File: src/rtl/microbot_pkg.sv
// Shared definitions for the microbot controller.
// Contents: controller state encoding, seven-segment patterns per state,
// default phase lengths, and the motor-direction decode used by the top.
package microbot_pkg;

   typedef enum logic [2:0] {
      S_IDLE,
      S_FORWARD,
      S_TURN_LEFT,
      S_TURN_RIGHT,
      S_REVERSE,
      S_GRAB,
      S_HALT
   } state_t;

   // Segment patterns, bit0 = a ... bit6 = g, active high
   localparam logic [6:0] SEG_IDLE       = 7'h3F;  // "0"
   localparam logic [6:0] SEG_FORWARD    = 7'h06;  // "1"
   localparam logic [6:0] SEG_TURN_LEFT  = 7'h5B;  // "2"
   localparam logic [6:0] SEG_TURN_RIGHT = 7'h4F;  // "3"
   localparam logic [6:0] SEG_REVERSE    = 7'h66;  // "4"
   localparam logic [6:0] SEG_GRAB       = 7'h6D;  // "5"
   localparam logic [6:0] SEG_HALT       = 7'h79;  // "E"

   localparam int unsigned DEFAULT_TURN_CYCLES    = 16;
   localparam int unsigned DEFAULT_REVERSE_CYCLES = 8;
   localparam int unsigned DEFAULT_GRAB_CYCLES    = 4;

   localparam int unsigned TIMER_W = 16;

   // Returns {right_rev, right_fwd, left_rev, left_fwd} before PWM gating
   function automatic logic [3:0] motor_dir(state_t s);
      logic [3:0] m;
      m = '0;
      case (s)
         S_FORWARD:    m = 4'b0101;
         S_TURN_LEFT:  m = 4'b0110;
         S_TURN_RIGHT: m = 4'b1001;
         S_REVERSE:    m = 4'b1010;
         default:      m = '0;
      endcase
      return m;
   endfunction

endpackage

File: src/rtl/seg7_state_decoder.sv
// Seven-segment decoder: shows the controller state as a digit.
// Ports:
//   state    - current controller state
//   segments - a..g pattern (bit0 = a), active high
module seg7_state_decoder
   import microbot_pkg::*;
(
   input  state_t     state,
   output logic [6:0] segments
);

   always_comb begin
      segments = SEG_IDLE;
      case (state)
         S_IDLE:       segments = SEG_IDLE;
         S_FORWARD:    segments = SEG_FORWARD;
         S_TURN_LEFT:  segments = SEG_TURN_LEFT;
         S_TURN_RIGHT: segments = SEG_TURN_RIGHT;
         S_REVERSE:    segments = SEG_REVERSE;
         S_GRAB:       segments = SEG_GRAB;
         S_HALT:       segments = SEG_HALT;
         default:      segments = SEG_HALT;
      endcase
   end

endmodule

File: src/rtl/tt_um_controlador_microbots.sv
// Microbot motion controller: Moore FSM driving two PWM-gated motors,
// a state digit on a seven-segment display and a 4-bit grab counter.
// Ports:
//   clk, rst_n - clock, synchronous active-low reset
//   ena        - design-selected flag (unused)
//   ui_in      - [0] start [1] stop [2] obstacle_left [3] obstacle_right
//                [4] target [7:5] speed
//   uo_out     - [6:0] segments a..g, [7] moving
//   uio_in     - unused
//   uio_out    - [0] left_fwd [1] left_rev [2] right_fwd [3] right_rev
//                [7:4] grab_count
//   uio_oe     - constant all-ones
module tt_um_controlador_microbots
   import microbot_pkg::*;
#(
   parameter int unsigned TURN_CYCLES    = DEFAULT_TURN_CYCLES,
   parameter int unsigned REVERSE_CYCLES = DEFAULT_REVERSE_CYCLES,
   parameter int unsigned GRAB_CYCLES    = DEFAULT_GRAB_CYCLES
)(
   input  logic       clk,
   input  logic       rst_n,
   input  logic       ena,
   input  logic [7:0] ui_in,
   output logic [7:0] uo_out,
   input  logic [7:0] uio_in,
   output logic [7:0] uio_out,
   output logic [7:0] uio_oe
);

   localparam logic [TIMER_W-1:0] TURN_LAST    = TIMER_W'(TURN_CYCLES - 1);
   localparam logic [TIMER_W-1:0] REVERSE_LAST = TIMER_W'(REVERSE_CYCLES - 1);
   localparam logic [TIMER_W-1:0] GRAB_LAST    = TIMER_W'(GRAB_CYCLES - 1);

   logic       start, stop, obstacle_left, obstacle_right, target;
   logic [2:0] speed;

   assign start          = ui_in[0];
   assign stop           = ui_in[1];
   assign obstacle_left  = ui_in[2];
   assign obstacle_right = ui_in[3];
   assign target         = ui_in[4];
   assign speed          = ui_in[7:5];

   state_t               state, state_next;
   logic [TIMER_W-1:0]   timer, timer_next;
   logic                 grab_done;
   logic [2:0]           pwm_cnt;
   logic                 pwm_on;
   logic [3:0]           grab_count;
   logic [6:0]           segments;
   logic                 moving;
   logic [3:0]           motors;

   always_ff @(posedge clk) begin
      if (!rst_n) begin
         state      <= S_IDLE;
         timer      <= '0;
         pwm_cnt    <= '0;
         pwm_on     <= 1'b0;
         grab_count <= '0;
      end else begin
         state   <= state_next;
         timer   <= timer_next;
         pwm_cnt <= pwm_cnt + 3'd1;
         pwm_on  <= (pwm_cnt <= speed);
         if (grab_done)
            grab_count <= grab_count + 4'd1;
      end
   end

   // Timer counts up from 0 on entry; leaving when it reaches N-1 gives N cycles
   always_comb begin
      state_next = state;
      timer_next = '0;
      grab_done  = 1'b0;
      if (stop) begin
         state_next = S_HALT;
      end else begin
         case (state)
            S_IDLE:
               if (start) state_next = S_FORWARD;
            S_FORWARD: begin
               if (target)                             state_next = S_GRAB;
               else if (obstacle_left && obstacle_right) state_next = S_REVERSE;
               else if (obstacle_left)                 state_next = S_TURN_RIGHT;
               else if (obstacle_right)                state_next = S_TURN_LEFT;
            end
            S_TURN_LEFT, S_TURN_RIGHT: begin
               if (timer == TURN_LAST) state_next = S_FORWARD;
               else                    timer_next = timer + 1'b1;
            end
            S_REVERSE: begin
               if (timer == REVERSE_LAST) state_next = S_TURN_LEFT;
               else                       timer_next = timer + 1'b1;
            end
            S_GRAB: begin
               if (timer == GRAB_LAST) begin
                  state_next = S_IDLE;
                  grab_done  = 1'b1;
               end else begin
                  timer_next = timer + 1'b1;
               end
            end
            S_HALT:
               if (!start) state_next = S_IDLE;
            default:
               state_next = S_HALT;
         endcase
      end
   end

   seg7_state_decoder u_seg (
      .state    (state),
      .segments (segments)
   );

   assign moving = (state == S_FORWARD) || (state == S_TURN_LEFT) ||
                   (state == S_TURN_RIGHT) || (state == S_REVERSE);
   assign motors = motor_dir(state) & {4{pwm_on}};

   assign uo_out  = {moving, segments};
   assign uio_out = {grab_count, motors};
   assign uio_oe  = '1;

   logic unused;
   assign unused = &{1'b0, ena, uio_in};

endmodule

File: config.mk
export PLATFORM = sky130hd
export DESIGN_NAME = tt_um_controlador_microbots
export DESIGN_NICKNAME = d
export VERILOG_FILES = /design/src/rtl/microbot_pkg.sv /design/src/rtl/seg7_state_decoder.sv /design/src/rtl/tt_um_controlador_microbots.sv
export SDC_FILE = /design/constraint.sdc
export NUM_CORES = 1
export LEC_CHECK = 0
export CAP_MARGIN = 0
export CELL_PAD_IN_SITES_DETAIL_PLACEMENT = 1
export CELL_PAD_IN_SITES_GLOBAL_PLACEMENT = 1
export CORE_MARGIN = 2
export CORE_UTILIZATION = 32
export CTS_CLUSTER_DIAMETER = 200
export DETAILED_ROUTE_END_ITERATION = 10
export GPL_TIMING_DRIVEN = 0
export MAX_ROUTING_LAYER = met4
export PLACE_DENSITY = 0.82
export SLEW_MARGIN = 20
export SYNTH_ARGS = -nofsm -noshare
export SYNTH_HDL_FRONTEND = slang
export SYNTH_HIERARCHICAL = 1
export SYNTH_SLANG_ARGS = --single-unit
File: constraint.sdc
create_clock -name clk -period 2.05 [get_ports clk]
set_clock_uncertainty 0.1 [all_clocks]
set_input_delay 0.615 -clock clk [delete_from_list [all_inputs] [get_ports clk]]
set_output_delay 0.615 -clock clk [all_outputs]
set_load 0.05 [all_outputs]
==> qor.tcl <==
set qor(outcome) {complete, but fails checks}
set qor(violated_checks) {setup timing}
set qor(yosysUniqueCellTypes) 37
set qor(horiz_die_dim_um) 74.4
set qor(max_cap_check_violation_count) 0
set qor(hold_path.class) {reg -> reg}
set qor(boundaryPins) 43
set qor(min-delay-start) {timer[0]}
set qor(effective_utilization_at_floorplan_pct) 33.3
set qor(r2r.worst_path.cells) 6
set qor(cp_slowest_cell) {dfxtp_4}
set qor(global_route_total_usage_across_every_layer_pct) 15.8
set qor(maximum_number_of_pins_on_one_net_before_global_route_repair) 17
set qor(drt_pass1_iterations) 2
set qor(place.gp.congestion) 0.755
set qor(netSwitchingFraction_pct) 40.4
set qor(fin_total_pwr_mw) 1.77
set qor(grt_setup_unrepaired) {yes}
set qor(critPathRequiredTime_ps) 1330
set qor(yosys.cell_count.top_type) {nor2_1}
set qor(library_cell_used_as_clock_root_buffer) {clkbuf_8}
set qor(number_of_buffers_on_the_longest_clock_path) 2
set qor(worst_setup_path_startpoint) {state[2]}
set qor(pwr-share-seq_pct) 33.0
set qor(first_global_vias) 1485
set qor(die_y_um) 74.4
set qor(worstSetupEndpointType) {output pin}
set qor(ys.flop_type) {dfxtp_1}
set qor(part_of_the_yosys_area_used_for_sequential_elements_pct) 34.1
set qor(hold-path-cell-count) 1
set qor(dpl_worst_slack_ps) -797
set qor(rr_endpoint) {timer[11]}
set qor(place_inst) 285
set qor(synth.cells.most_frequent) {nor2_1 (32), dfxtp_1 (27), xor2_1 (14), inv_1 (12), buf_4 (10)}
set qor(fillerInstances) 575
set qor(share_clk_of_total_power_pct) 18.4
set qor(final_nets) 257
set qor(post_route_cells_drive_above_1_share_pct) 32.6
set qor(synth-warning-count) 6
set qor(switching_power_mw) 0.714
set qor(pwr-share-comb_pct) 48.6
set qor(clkLatencyLatePin_ps) 280
set qor(cts_tree) {yes}
set qor(design.die.area_sq_um) 5530
set qor(floorplan.core_area_sq_um) 4750
set qor(report.final.slew_viol_count) 0
set qor(post-route-util_pct) 47.0
set qor(type_of_origin_of_the_critical_path) {register}
set qor(worst_hold_margin_ps) 356
set qor(avgSynthCellArea_sq_um) 8.52
set qor(crit_buf_inv) 2
set qor(reg2reg_slack_ps) -60
set qor(final_period_minus_worst_setup_slack_ps) 2160
set qor(synth-edff-count) 0
set qor(timing.critical_path.cells) {clkbuf_16 -> nand2b_1 -> o21ai_2 -> and2_4 -> buf_8}
set qor(wl_per_cell_um) 13.5
set qor(cellPowerDensity_nw_per_um2) 790
set qor(yosys-top-cells-area) {dfxtp_1 (34%), xor2_1 (7.7%), nor2_1 (7.6%)}
set qor(port_buffers) 25
set qor(syn_area_sq_um) 1580
set qor(globalRouteOverflowTotal) 0
set qor(grt_first_pass_wirelength_um) 6560
set qor(vias_per_cell) 4.79
set qor(fmax_ghz) 0.464
set qor(setup_ws_final_ps) -107
set qor(postRouteAntennaNets) 0
set qor(numCtsBuffers) 3
set qor(drt-initial-drc-count) 67
set qor(remaining_drc_errors) 0
set qor(ys_async_sr_fraction_pct) 0
set qor(total_leakage_power_nw) 0.916
set qor(postSynthCellCount) 186
set qor(whs_endpoint) {timer[0]}
set qor(finalHoldViolations) 0
set qor(synth_top_cell_by_area) {dfxtp_1}
set qor(cell_family_with_most_cp_delay) {flip-flops}
set qor(finalNonFillerCells) 297
set qor(setup_viol_count_final) 20
set qor(worst_r2r_startpoint) {timer[14]}
set qor(intPower_mw) 1.05
set qor(synth_largest_type_area_fraction_pct) 34.1
set qor(ys_seq_elements) 27
set qor(final.period_utilization_pct) 105
set qor(critical_path_maximum_fanout) 9
set qor(clk_pin_slew_ps) 100
set qor(clock-sinks) 27
set qor(antenna-diode-count) 0
set qor(number_of_antenna_violations_at_the_first_check_in_global_routing) 0
set qor(detailed_place_hpwl_um) 2720
set qor(critical_setup_path_class) {reg -> out}
set qor(vias) 1424
set qor(drt-total-wl_um) 4000
set qor(max_stage_delay_ps) 420
set qor(placementRows) 25
set qor(syn2layout_area_growth_pct) 41.1
set qor(vdd_drop_max_mv) 0.322
set qor(worstPathArrival_ps) 1440
set qor(cts_htree_levels) 1
-- final cells by class --
cell class	instances	area [sq um]	share of cell area (%)
Buffer	15	155	6.94
Clock buffer	3	41.3	1.85
Inverter	12	45.0	2.02
Timing Repair Buffer	33	318	14.2
Clock inverter	1	7.51	0.336
Multi-Input combinational cell	139	1030	46.0
Sequential cell	27	557	24.9
Tap cell	67	83.8	3.75
-- cells by family (layout without fill, tap and decap cells) --
family                     Yosys count  count (layout)  synth area share (%)
and+or+nand+nor                     77              77                  25.3
DFF                                 27              27                  34.1
buffers and inverters               27              64                  9.24
AOI/OAI and AO/OA                   22              22                  11.5
xor gates and xnor gates            22              22                  12.2
adders and majority gates            7               7                  5.53
muxes                                3               3                  1.97
other                                1               8                 0.237
-- sequential cells by signal, summed over array words and instances (netlist names) --
signal and cells:
grab_count 4, pwm_on 1, state 3, pwm_cnt 3, timer 16
-- how the worst max path moves through the flow --
stage               slack, ps         end  depth (start not counted)
finish                   -110  uio_out[3]                          5
floorplan                  10  uio_out[0]                          3
global placement         -780  uio_out[3]                          6
CTS                      -100  uio_out[3]                          6
global route             -170  uio_out[3]                          5
detailed placement       -800  uio_out[3]                          6
-- per-stage QoR --
| stage | instance area [sq um] | TNS, ps |
|---|---|---|
| detailed placement | 1950 | -7740 |
| floorplan | 1610 | 0 |
| CTS | 2150 | -1650 |
| finish | 2230 | -980 |
| global placement | 1950 | -6140 |
| global route | 2230 | -2820 |
-- routing by layer --
layer | GRT usage [%] | part of all wire (%)
met3 | 2.03 | 2.6
met1 | 16.6 | 41
met4 | 5.95 | 1.5
met2 | 29.9 | 55
met5 | - | 0
-- power groups by stage --
| stage | Sequential (mW) | Clock, mW | Combinational [mW] |
|---|---|---|---|
| 2_1_floorplan | 0.578 | 0 | 0.523 |
| 3_3_place_gp | 0.585 | 0 | 0.691 |
| 3_5_place_dp | 0.587 | 0 | 0.703 |
| 4_1_cts | 0.580 | 0.337 | 0.785 |
| 5_1_grt | 0.588 | 0.356 | 0.917 |
| 6_report | 0.583 | 0.325 | 0.858 |
-- placed cells by master, fill, tap and decap left out, types with 4 or more instances in the layout --
cell / synthesis / routed
nand2_1: 8 / 7
xor2_1: 14 / 12
nand3_1: 7 / 6
dlygate4sd2_1: 0 / 4
buf_8: 0 / 6
o21ai_0: 7 / 4
dfxtp_1: 27 / 20
buf_4: 10 / 17
nor2_1: 32 / 24
inv_1: 12 / 12
clkdlybuf4s50_1: 0 / 9
buf_6: 1 / 4
dfxtp_2: 0 / 4
nor2_2: 0 / 7
conb_1: 1 / 8
ha_1: 7 / 7
and3_1: 6 / 4
xnor2_1: 8 / 7
-- timing repair --
item,CTS,global route
buffers inserted,5,2
gates cloned,1,0
setup endpoints to repair,32,29
pin swaps,15,8
hold buffers,0,0
resized for setup,96,32
Note: power is estimated with default switching activity, not from simulation.
